<file path="config.mk">
export PLATFORM = sky130hd
export DESIGN_NAME = gecko_fetch_unit
export DESIGN_NICKNAME = d
export VERILOG_FILES = /design/src/rtl/gecko_pkg.sv /design/src/rtl/gecko_fetch_fork.sv /design/src/rtl/gecko_fetch_unit.sv
export SDC_FILE = /design/constraint.sdc
export NUM_CORES = 1
export LEC_CHECK = 0
export ABC_AREA = 1
export BUFFER_PORTS_ARGS = -buffer_cell sky130_fd_sc_hd__buf_2
export CORE_ASPECT_RATIO = 1.4
export CORE_UTILIZATION = 46
export CTS_CLUSTER_SIZE = 14
export DETAILED_ROUTE_END_ITERATION = 10
export PLACE_DENSITY = 0.89
export SKIP_CTS_REPAIR_TIMING = 1
export SYNTH_ARGS = -nofsm -noshare
export SYNTH_HDL_FRONTEND = slang
export SYNTH_SLANG_ARGS = --single-unit
</file>
<file path="constraint.sdc">
create_clock -name clk -period 3.1 [get_ports clk]
set_input_delay 0.93 -clock clk [delete_from_list [all_inputs] [get_ports clk]]
set_output_delay 0.93 -clock clk [all_outputs]
set_load 0.005 [all_outputs]
</file>
<file path="src/rtl/gecko_pkg.sv">
// Shared types for the gecko fetch stage and its interface to gecko_decode.
package gecko_pkg;

  // Fetch FSM: one boot cycle, then issuing, then a terminal halted state.
  typedef enum logic [1:0] {
    BOOT   = 2'd0,
    RUN    = 2'd1,
    HALTED = 2'd2
  } gecko_fetch_state_t;

  // Per-fetch record sent to decode alongside the memory read.
  typedef struct packed {
    logic [31:0] pc;
    logic [31:0] next_pc;
    logic [0:0]  epoch;
  } gecko_instruction_operation_t;

  // Redirect request coming back from decode.
  typedef struct packed {
    logic        update_pc;
    logic [31:0] actual_next_pc;
  } gecko_jump_operation_t;

  // Width of the outstanding-fetch credit counter (holds up to 15).
  localparam int unsigned GECKO_CREDIT_W = 4;

  // Word-align an address by clearing its two low bits.
  function automatic logic [31:0] gecko_word_align(input logic [31:0] addr);
    return {addr[31:2], 2'b00};
  endfunction

endpackage

</file>
<file path="src/rtl/gecko_fetch_fork.sv">
// Two-way stream fork: one upstream valid drives two downstream sides, each
// side remembers whether it has already handshaken for the current item.
module gecko_fetch_fork (
  input  logic clk,
  input  logic rst,
  input  logic in_valid,
  output logic a_valid,
  input  logic a_ready,
  output logic b_valid,
  input  logic b_ready,
  output logic partial,
  output logic done
);

  logic a_sent_q;
  logic a_sent_d;
  logic b_sent_q;
  logic b_sent_d;
  logic a_hs;
  logic b_hs;

  // Side valids, handshakes, completion and next sent bits.
  always_comb begin
    a_valid  = in_valid & ~a_sent_q;
    b_valid  = in_valid & ~b_sent_q;
    a_hs     = a_valid & a_ready;
    b_hs     = b_valid & b_ready;
    partial  = a_sent_q | b_sent_q;
    done     = in_valid & (a_sent_q | a_hs) & (b_sent_q | b_hs);
    a_sent_d = a_sent_q;
    b_sent_d = b_sent_q;
    if (done) begin
      a_sent_d = 1'b0;
      b_sent_d = 1'b0;
    end else begin
      a_sent_d = a_sent_q | a_hs;
      b_sent_d = b_sent_q | b_hs;
    end
  end

  // Sent-bit registers, cleared asynchronously by reset.
  always_ff @(posedge clk or negedge rst) begin
    if (!rst) begin
      a_sent_q <= 1'b0;
      b_sent_q <= 1'b0;
    end else begin
      a_sent_q <= a_sent_d;
      b_sent_q <= b_sent_d;
    end
  end

endmodule

</file>
<file path="src/rtl/gecko_fetch_unit.sv">
// Instruction fetch stage: owns the PC, epoch and credit counter, and issues
// each fetch as a forked pair (memory read + decode command) carrying the
// same PC and epoch. Redirects on decode's jump stream.
module gecko_fetch_unit
  import gecko_pkg::*;
#(
  parameter logic [31:0] START_ADDR      = 32'h0000_0000,
  parameter int unsigned MAX_OUTSTANDING = 4
) (
  input  logic                         clk,
  input  logic                         rst,
  input  logic                         jump_command_valid,
  output logic                         jump_command_ready,
  input  gecko_jump_operation_t        jump_command_data,
  input  logic                         instruction_decoded,
  input  logic                         halt,
  output logic                         instruction_request_valid,
  input  logic                         instruction_request_ready,
  output logic                         instruction_request_read_enable,
  output logic [3:0]                   instruction_request_write_enable,
  output logic [31:0]                  instruction_request_addr,
  output logic [31:0]                  instruction_request_data,
  output logic                         instruction_request_id,
  output logic                         instruction_request_last,
  output logic                         instruction_command_valid,
  input  logic                         instruction_command_ready,
  output gecko_instruction_operation_t instruction_command_data,
  output logic                         misaligned_jump_flag
);

  localparam logic [GECKO_CREDIT_W:0] MAX_CREDITS = MAX_OUTSTANDING[GECKO_CREDIT_W:0];
  localparam logic [GECKO_CREDIT_W:0] CREDIT_ONE  = {{GECKO_CREDIT_W{1'b0}}, 1'b1};

  gecko_fetch_state_t        state_q;
  gecko_fetch_state_t        state_d;
  logic [31:0]               pc_q;
  logic [31:0]               pc_d;
  logic                      epoch_q;
  logic                      epoch_d;
  logic [GECKO_CREDIT_W-1:0] credits_q;
  logic [GECKO_CREDIT_W-1:0] credits_d;
  logic                      misaligned_q;
  logic                      misaligned_d;

  logic                      fork_partial;
  logic                      fork_done;
  logic                      issue;
  logic                      jump_ready;
  logic                      jump_accept;
  logic                      redirect;
  logic [31:0]               pc_plus4;
  logic [GECKO_CREDIT_W:0]   credit_sum;

  // Issue/redirect arbitration. A started fork always runs to completion;
  // a new fork only starts with credit, no halt, and no jump being taken.
  always_comb begin
    jump_ready  = ((state_q == RUN) || (state_q == HALTED)) && !fork_partial;
    jump_accept = jump_command_valid && jump_ready;
    redirect    = jump_accept && jump_command_data.update_pc;
    issue       = (state_q == RUN) &&
                  (fork_partial || ((credits_q != '0) && !halt && !jump_accept));
    pc_plus4    = pc_q + 32'd4;
  end

  gecko_fetch_fork u_fork (
    .clk      (clk),
    .rst      (rst),
    .in_valid (issue),
    .a_valid  (instruction_request_valid),
    .a_ready  (instruction_request_ready),
    .b_valid  (instruction_command_valid),
    .b_ready  (instruction_command_ready),
    .partial  (fork_partial),
    .done     (fork_done)
  );

  // Payload is driven straight from registered state, so it cannot move
  // while either side of the fork is still waiting.
  always_comb begin
    jump_command_ready               = jump_ready;
    instruction_request_read_enable  = 1'b1;
    instruction_request_write_enable = 4'b0000;
    instruction_request_addr         = pc_q;
    instruction_request_data         = 32'd0;
    instruction_request_id           = epoch_q;
    instruction_request_last         = 1'b1;
    instruction_command_data.pc      = pc_q;
    instruction_command_data.next_pc = pc_plus4;
    instruction_command_data.epoch   = epoch_q;
    misaligned_jump_flag             = misaligned_q;
  end

  // Next-state for FSM, PC, epoch and the sticky misalignment flag.
  always_comb begin
    state_d      = state_q;
    pc_d         = pc_q;
    epoch_d      = epoch_q;
    misaligned_d = misaligned_q;
    case (state_q)
      BOOT:    state_d = RUN;
      RUN:     if (halt && !fork_partial) state_d = HALTED;
      HALTED:  state_d = HALTED;
      default: state_d = BOOT;
    endcase
    if (redirect) begin
      pc_d    = gecko_word_align(jump_command_data.actual_next_pc);
      epoch_d = ~epoch_q;
      if (jump_command_data.actual_next_pc[1:0] != 2'b00) misaligned_d = 1'b1;
    end else if (fork_done) begin
      pc_d = pc_plus4;
    end
  end

  // Credit return from decode and consumption by completed forks; surplus
  // returns beyond the configured limit are dropped.
  always_comb begin
    credit_sum = {1'b0, credits_q} + {{GECKO_CREDIT_W{1'b0}}, instruction_decoded};
    if (fork_done) credit_sum = credit_sum - CREDIT_ONE;
    if (credit_sum > MAX_CREDITS) credit_sum = MAX_CREDITS;
    credits_d = credit_sum[GECKO_CREDIT_W-1:0];
  end

  // Architectural state registers.
  always_ff @(posedge clk or negedge rst) begin
    if (!rst) begin
      state_q      <= BOOT;
      pc_q         <= START_ADDR;
      epoch_q      <= 1'b0;
      credits_q    <= MAX_CREDITS[GECKO_CREDIT_W-1:0];
      misaligned_q <= 1'b0;
    end else begin
      state_q      <= state_d;
      pc_q         <= pc_d;
      epoch_q      <= epoch_d;
      credits_q    <= credits_d;
      misaligned_q <= misaligned_d;
    end
  end

endmodule

</file>
Word-level counts from Yosys, hierarchy flattened. Cells that the tools add are included.

Order comparisons: 1. Reductions and logical operators: 17. Equality and inequality tests: 3. Bitwise gates (word level): 12. Mux-type cells: 8. $mul: 0. Div/mod/pow operators: 0. $add $sub $neg: 3. Shifts and indexed selects: 0.

Operators by type and width (number): $mux W32 (2); $add A32 B3 Y32 const B (1); $logic_and A1 B1 Y1 (7); $and A1 B1 Y1 (6); $pmux W2 S3 (1); $add A4 B1 Y5 (1); $gt A5 B3 Y1 const B (1); $mux W5 (1); $sub A5 B1 Y5 const B (1); $mux W4 (1); $reduce_bool A2 Y1 (2); $reduce_bool A4 Y1 (1); $logic_not A1 Y1 (3); $not A1 Y1 (3); $or A1 B1 Y1 (3); $eq A2 B1 Y1 const B (1); $eq A2 B2 Y1 const B (1); $logic_not A2 Y1 (1); $logic_or A1 B1 Y1 (2); $mux W1 (2); $mux W2 (1); $ne A2 B1 Y1 const B (1); $reduce_and A2 Y1 (1).

Word-level logic and storage cells: 51. Input bits: 40. Bits in latches: 0. Memory bits (writable): 0. Flip-flop bits (word level): 42. Output and inout bits: 140. Memory bits (read-only): 0. Memories: 0.

Longest topological paths before layout. Gate-level depths: netlist of run 1.

Word-level depth: 16. Mapped depth: 14. Gate-level depth less buffers: 14.

Modules after synthesis. From an unflattened synthesis of run 1, not the netlist that was laid out.

Cell total of the unflattened synthesis: 547. Area total of the unflattened synthesis: 3542.1 µm².

Modules (own cells, without submodules): gecko_fetch_unit (sequential area each 952.2 µm², cells each 531, area an instance 3428.3 µm², instances 1); gecko_fetch_fork (sequential area each 50.0 µm², cells each 16, area an instance 113.9 µm², instances 1).

Worst setup path after synthesis of run 1. No wires, ideal clock.

Path kind: register to output. Start: register pc_q[3] (netlist: instruction_request_addr[3]). End: output port instruction_command_data[25] (netlist bit). Arrival: 1.580 ns. Buffers on the path: 0. Stages on the path, launching flop included: 11. Data required time: 2.170 ns. Path slack: 0.590 ns. Cells stage by stage: dfrtp_1 -> ha_1 -> nand3_2 -> nor3_4 -> nand2_2 -> nor2_4 -> nand2_4 -> nor2_8 -> nand3_1 -> nand2_1 -> nand2_2.

RTL lines: from (decl) (line gecko_fetch_unit.sv:36) `logic [31:0] pc_q;`; from (signal assigned) (line gecko_fetch_unit.sv:133) `pc_q <= pc_d;`; to (decl) (line gecko_fetch_unit.sv:27) `output gecko_instruction_operation_t instruction_command_data,`.

==> results of run 1 <==
cells in the mapped netlist, types with 5 or more instances:
| master | instances |
|---|---|
| nand2_1 | 69 |
| dfrtp_1 | 39 |
| nand3_1 | 25 |
| buf_4 | 78 |
| o211ai_1 | 5 |
| nor3_1 | 8 |
| xnor2_1 | 8 |
| inv_1 | 38 |
| ha_1 | 6 |
| nand2_2 | 6 |
| nor2_1 | 50 |
| o21ai_0 | 8 |
| xor2_1 | 19 |
| o22ai_1 | 17 |
| nand4_1 | 13 |
layout by cell type (no fill, tap or decap), types with 5 or more instances in the layout:
master	count
ha_1	5
buf_2	135
o211ai_1	5
nand2_2	8
xnor2_1	8
nand4_1	13
nand2_1	67
nor2_1	49
xor2_1	19
clkbuf_8	6
buf_4	11
conb_1	45
o21ai_0	8
inv_1	38
nand3_1	24
dfrtp_1	31
dfrtp_2	8
nor3_1	7
o22ai_1	17
critical path, cell delays in order, from the launching register on:
cell and delay, ns:
dfrtp_1 0.43, ha_4 0.19, nand3_4 0.10, nor3_4 0.20, nand2_2 0.11, nor2_4 0.17, nand2_4 0.09, nor2_8 0.15
nand3_2 0.08, nand2_2 0.07, nand2_2 0.06, buf_2 0.12
stage by stage:
step,std cells,power (mW)
after floorplan,475,2.540
after global placement,625,3.130
after detailed placement,625,3.192
after CTS,633,3.574
after global routing,640,3.996
final,640,3.658
power by group through the flow:
stage	registers, mW	clock network (mW)	logic, mW
4_1_cts	1.11	0.382	2.08
2_1_floorplan	1.09	0	1.45
3_3_place_gp	1.11	0	2.02
6_report	1.14	0.373	2.15
3_5_place_dp	1.12	0	2.07
5_1_grt	1.18	0.396	2.42
per-layer routing:
metal  up-vias  global-route usage [%]  wire, um
met5         -                       0         0
met2       153                   40.56      4592
li1       1505                       -         -
met4         0                   12.43       284
met1      1452                   25.96      3378
met3        19                   3.715       508
sequential cells by signal (all words and copies together) (netlist names):
register                  count
u_fork.b_sent_q               1
u_fork.a_sent_q               1
credits_q                     4
instruction_request_id        1
misaligned_jump_flag          1
instruction_request_addr     30
state_q                       2
final cells by class:
cell class / instances / area share [%]
Multi-Input combinational cell: 312 / 45.48
Sequential cell: 40 / 25.93
Timing Repair Buffer: 146 / 19.42
Inverter: 39 / 3.750
Tap cell: 95 / 3.045
Clock buffer: 6 / 2.115
Clock inverter: 2 / 0.2564
worst max-delay path by stage:
stage	startpoint	endpoint	slack (ns)	cells after the start
4_1_cts	instruction_request_addr[10]	instruction_command_data[30]	-0.17	7
5_1_grt	instruction_request_addr[2]	instruction_command_data[25]	-0.04	11
6_report	instruction_request_addr[2]	instruction_command_data[25]	0.09	11
3_5_place_dp	instruction_request_addr[10]	instruction_command_data[30]	0.17	7
3_3_place_gp	instruction_request_addr[10]	instruction_command_data[30]	0.25	7
2_1_floorplan	instruction_request_addr[3]	instruction_command_data[25]	0.59	10
cell families (layout without fill, tap and decap cells):
logic type               count (synthesis)  in the layout
AO/OA/AOI/OAI                           39             39
XOR/XNOR                                29             29
adder cells (fa/ha/maj)                  6              6
buffers and inverters                  123            193
flip-flops                              40             40
other                                    2             45
AND/OR/NAND/NOR                        193            193
==> summary.txt, run 1 <==
Routing
  – Wire length per cell: 13.69 um
  – Via-per-instance ratio: 4.889
  – Via count: 3129
  – Drt first pass iters: 4
  – Total routed wirelength: 8764 um
  – First DRT Iteration DRCs: 123
  – Final ANT Viol Nets: 0
  – Drt drc: 0

Global routing
  – First-pass GRT wire length: 13100 um
  – Vias in the first global route: 2766
  – Pin count of the biggest net entering global routing: 41
  – Initial antenna violation count: 0
  – Tot GR Track Use: 22.95%
  – Gr ovfl total: 0

Yosys
  – Synth Area in Compound Gates: 8.077%
  – Synth Area in XOR/XNOR: 8.077%
  – Post-synth top area share: 29.30%
  – Cells after synthesis: 432
  – Avg Inst Size Synth: 7.710 um^2
  – Synth cell types: 38
  – Async SR Flop Fraction: 100.0%
  – Post-Syn Area: 3331 um^2
  – Synth area leaders: dfrtp_1 (29%), buf_4 (18%), nand2_1 (7.8%)
  – Adder-cell area share of the yosys netlist: 2.254%
  – Post-synth EDFFs: 0
  – Largest family of logic cells by synthesized area: simple AND/OR/NAND/NOR gates
  – Mux contribution to synthesized area: 0%
  – Post-synth top area cell: dfrtp_1
  – Register area share after synthesis: 30.09%
  – YS warnings: 0
  – Flop and latch count out of synthesis: 40
  – Post-Synth Simple-Gate Area: 28.51%
  – Ys flop type: dfrtp_1

Layout
  – Final instance area: 3904 um^2
  – Ratio of cells with drive above 1 in the final layout: 36.33%
  – Multi-input gate area: 1775 um^2
  – Register area: 1012 um^2
  – Antenna diode count: 0
  – Filler cells: 678
  – Layout area overhead: 17.21%
  – Nets@finish: 590
  – Final Core Density: 55.91%

Setup path
  – Reg-to-Reg End: instruction_request_addr[19]
  – Worst EP required: 2.17 ns
  – CP max FO: 5
  – Setup crit start kind: flip-flop
  – Worst setup EP type: output port
  – Worst Path Arrival: 2.08 ns
  – R2R Setup Slk: 0.92 ns
  – Reg2reg path depth: 10
  – Worst r2r src: state_q[1]
  – Critical path type: reg -> out

Clock tree
  – Longest Clk Path Bufs: 2
  – Clock sinks: 40
  – Clk pin slew, worst setup/hold paths: 0.08 ns
  – CTS Buf Count: 5
  – CTS tree: yes
  – CTS root buffer: clkbuf_8
  – Htree depth: 2
  – Clk_lat worst skew: 0.30 ns

STA
  – Hold Fails Final Rpt: 0
  – Worst Max-Slew Pin Slew: 0.9220 ns
  – Clk_skew: 0.009796 ns
  – Final setup violation count: 0
  – TNS Setup: 0 ns
  – Worst hold slack: 0.4774 ns
  – Final critical-path required period: 3.007 ns
  – Slew Limit Fails: 0
  – Tcrit/Tclk final: 97.01%
  – F_max: 0.3325 GHz
  – Slew HR: 38.53%
  – Final Worst Setup Slack: 0.09278 ns

Job
  – Max_cap viols: 0

Place
  – Setup slack after placement: 0.1713 ns
  – PortBufs: 135
  – GPL Wtd Cong: 0.8818
  – Post-DP Area: 3705 um^2
  – Detail Placement HPWL: 6776 um

Power and ir drop
  – Maximum vdd drop: 0.0003625 V
  – Combinational Power Share: 58.8%
  – Pleak: 2.042 nW
  – Switch share: 48.49%
  – Internal power: 1.884 mW
  – Switch Pwr: 1.774 mW
  – PwrDens: 937.1 nW/um^2
  – Clock network power share: 10.2%
  – Register share of total power: 31.0%

Floorplan
  – Chip Height: 102.7 um
  – Die footprint: 7590 um^2
  – Die outline width: 73.92 um
  – Initial core utilization: 47.71%
  – # rows: 36
  – I/O pins: 180
  – Core box area: 6982 um^2

Outcome
  – Outcome: complete, no violations

Worst hold path
  – Hold depth: 1
  – Worst hold start: misaligned_jump_flag
  – Min-delay worst type: reg -> reg
  – Hold-critical path endpoint: misaligned_jump_flag
Note: power is estimated with default switching activity, not from simulation.
==> run 2: changes to the inputs <==
CORE_UTILIZATION = 47   (was 46)
SYNTH_HIERARCHICAL = 1   (was unset)
==> run 2 against run 1 <==
- hold slack improved by 0.0061 ns
- synthesized cell count increased by 27%
- die area is 4.0% higher
- non-clock buffer count is 6 lower
- largest cell class unchanged
==> summary.txt, run 2 <==
STA
  – Slew Limit Fails: 0
  – Tcrit/Tclk final: 93.58%
  – F_max: 0.3447 GHz
  – Worst Max-Slew Pin Slew: 0.9213 ns
  – Clk_skew: 0.01275 ns
  – RSZ-0062 raised after global routing: false
  – Final setup violation count: 0
  – Final critical-path required period: 2.901 ns
  – TNS Setup: 0 ns
  – Slew HR: 38.58%
  – Hold Fails Final Rpt: 0

Routing
  – Via-per-instance ratio: 4.719
  – First DRT Iteration DRCs: 165
  – Total routed wirelength: 9199 um
  – Drt drc: 0
  – Via count: 3539
  – Drt first pass iters: 4
  – Final ANT Viol Nets: 0
  – Wire length per cell: 12.27 um

Clock tree
  – Htree depth: 2
  – CTS tree: yes
  – Clk pin slew, worst setup/hold paths: 0.09 ns
  – CTS root buffer: clkbuf_8
  – Longest Clk Path Bufs: 2
  – Clock sinks: 40
  – CTS Buf Count: 5
  – Clk_lat worst skew: 0.31 ns

Yosys
  – Cells after synthesis: 547
  – Most common cell in the synthesized netlist: nand2_1
  – Async SR Flop Fraction: 100.0%
  – YS warnings: 6
  – Synth cell count leaders: nand2_1 (198), buf_4 (75), inv_1 (60)
  – Post-synth top area cell: dfrtp_1
  – Post-Syn Area: 3542 um^2
  – Avg Inst Size Synth: 6.476 um^2
  – Synth area leaders: dfrtp_1 (28%), nand2_1 (21%), buf_4 (16%)
  – Post-synth EDFFs: 0
  – Flop and latch count out of synthesis: 40
  – Post-synth top area share: 27.55%
  – Synth cell types: 34
  – Ys flop type: dfrtp_1
  – Register area share after synthesis: 28.29%

Floorplan
  – Die footprint: 7893 um^2
  – Core box area: 7315 um^2
  – Chip Height: 104.7 um
  – # rows: 37
  – Initial core utilization: 48.43%
  – I/O pins: 180
  – Die outline width: 75.37 um

Layout
  – Layout area overhead: 14.69%
  – Commonest non-fill, non-tap cells in the layout: nand2_1 (198), buf_2 (135), inv_1 (60), nor2_1 (46), conb_1 (45)
  – Max reg flops: 30
  – Nets@finish: 698
  – Antenna diode count: 0
  – Register area: 1002 um^2
  – Ratio of cells with drive above 1 in the final layout: 26.49%
  – Final Core Density: 55.54%
  – Filler cells: 765
  – Commonest non-fill, non-tap cell in the layout: nand2_1
  – Multi-input gate area: 1853 um^2

Global routing
  – Gr ovfl total: 0
  – Pin count of the biggest net entering global routing: 41
  – First-pass GRT wire length: 14750 um
  – Initial antenna violation count: 0
  – Tot GR Track Use: 24.25%
  – Vias in the first global route: 3290

Setup path
  – Critical path's largest stage delay: 0.49 ns
  – Worst Path Arrival: 1.97 ns
  – Slowest cell on the critical path: dfrtp_1
  – Critical Path Most Common Cell: nand3_1
  – Setup crit start kind: flip-flop
  – CP Cell Sequence: ha_1, nand3_1, nor2_2, nand3_1, xor2_1, buf_2
  – CP max FO: 6
  – Worst setup EP type: output port
  – Worst EP required: 2.17 ns
  – Critical path type: reg -> out

Power and ir drop
  – Register share of total power: 33.2%
  – Post-route total power: 3.260 mW
  – Clock network power share: 13.4%
  – Internal power: 1.763 mW
  – Pleak: 2.283 nW
  – Maximum vdd drop: 0.0005255 V
  – Switch Pwr: 1.497 mW
  – Combinational Power Share: 53.5%
  – PwrDens: 802.3 nW/um^2
  – Switch share: 45.93%

Worst hold path
  – Min-delay worst type: reg -> reg

Job
  – Max_cap viols: 0

Place
  – PortBufs: 135
  – GPL Wtd Cong: 0.8989
  – Detail Placement HPWL: 7425 um

Outcome
  – Outcome: complete, no violations
## run 2: cell count changes after synthesis, moves of 6 or more
cell,previous run,this run
xor2_1,19,10
inv_1,38,60
nor3_1,8,2
o21ai_0,8,17
nand4_1,13,3
nand3_1,25,33
o22ai_1,17,0
nor2_2,2,8
nand2_1,69,198
## run 2: kinds of logic (layout without fill, tap and decap cells)
| kind of cell | Yosys count | after routing | synth area share, % |
|---|---|---|---|
| AO/OA/AOI/OAI | 30 | 30 | 4.733 |
| XOR/XNOR | 16 | 16 | 4.592 |
| adder cells (fa/ha/maj) | 6 | 6 | 2.119 |
| buffers and inverters | 148 | 211 | 23.95 |
| flip-flops | 40 | 40 | 28.29 |
| other | 2 | 45 | 0.2120 |
| AND/OR/NAND/NOR | 305 | 305 | 36.10 |
## run 2: final timing paths
path / cells after the start / endpoint / start / slack (ns)
setup / recovery: 6 / instruction_command_data[17] / instruction_request_addr[2] / 0.20
max in group asynchronous: 1 / instruction_request_addr[26] / rst / 1.75
hold reg to reg: 1 / misaligned_jump_flag / misaligned_jump_flag / 0.48
setup reg to reg: 16 / credits_q[0] / u_fork/a_sent_q / 0.46
min in group asynchronous: 1 / state_q[0] / rst / 0.76
hold / removal: 1 / misaligned_jump_flag / misaligned_jump_flag / 0.48
## run 2: cell type report
type / count / share of cell area [%]
flip-flops and latches: 40 / 24.67
well taps: 97 / 2.987
inverters: 63 / 5.821
multi-input cells: 402 / 45.61
clock buffers: 5 / 1.694
clock inverters: 3 / 1.047
repair buffers: 140 / 18.17
## run 2: power by group through the flow
| stage | Clock [mW] | Combinational [mW] | Sequential [mW] |
|---|---|---|---|
| 5_1_grt | 0.464 | 1.99 | 1.12 |
| 4_1_cts | 0.441 | 1.76 | 1.08 |
| 2_1_floorplan | 0 | 1.23 | 1.02 |
| 3_5_place_dp | 0 | 1.75 | 1.08 |
| 6_report | 0.435 | 1.74 | 1.08 |
| 3_3_place_gp | 0 | 1.68 | 1.07 |
## run 2: through the flow
stage | setup slack (ns) | hold slack, ns | cell area, um^2 | instances
6_report | 0.1989 | 0.4836 | 4063 | 750
5_1_grt | 0.05369 | 0.4903 | 4063 | 750
4_1_cts | 0.2072 | 0.4821 | 4063 | 750
3_5_place_dp | 0.1085 | 0.4577 | 3951 | 742
3_3_place_gp | 0.3064 | 0.4587 | 3951 | 742
2_1_floorplan | 0.3833 | 0.4678 | 3704 | 590
## run 2: worst max-delay path: cells and delay by family, from the launching register on
kind	cells	cell delay, ns
xor gates and xnor gates	1	0.22
adders and majority gates	1	0.25
buffers and inverters	1	0.15
DFF	1	0.49
and+or+nand+nor	3	0.56
## run 2: routing by layer
layer	up-vias	GRT usage (%)	part of all wire, %
met2	152	43.62	54
li1	1758	-	-
met3	16	3.954	6.4
met4	0	9.656	2.1
met5	-	0	0
met1	1613	27.29	37
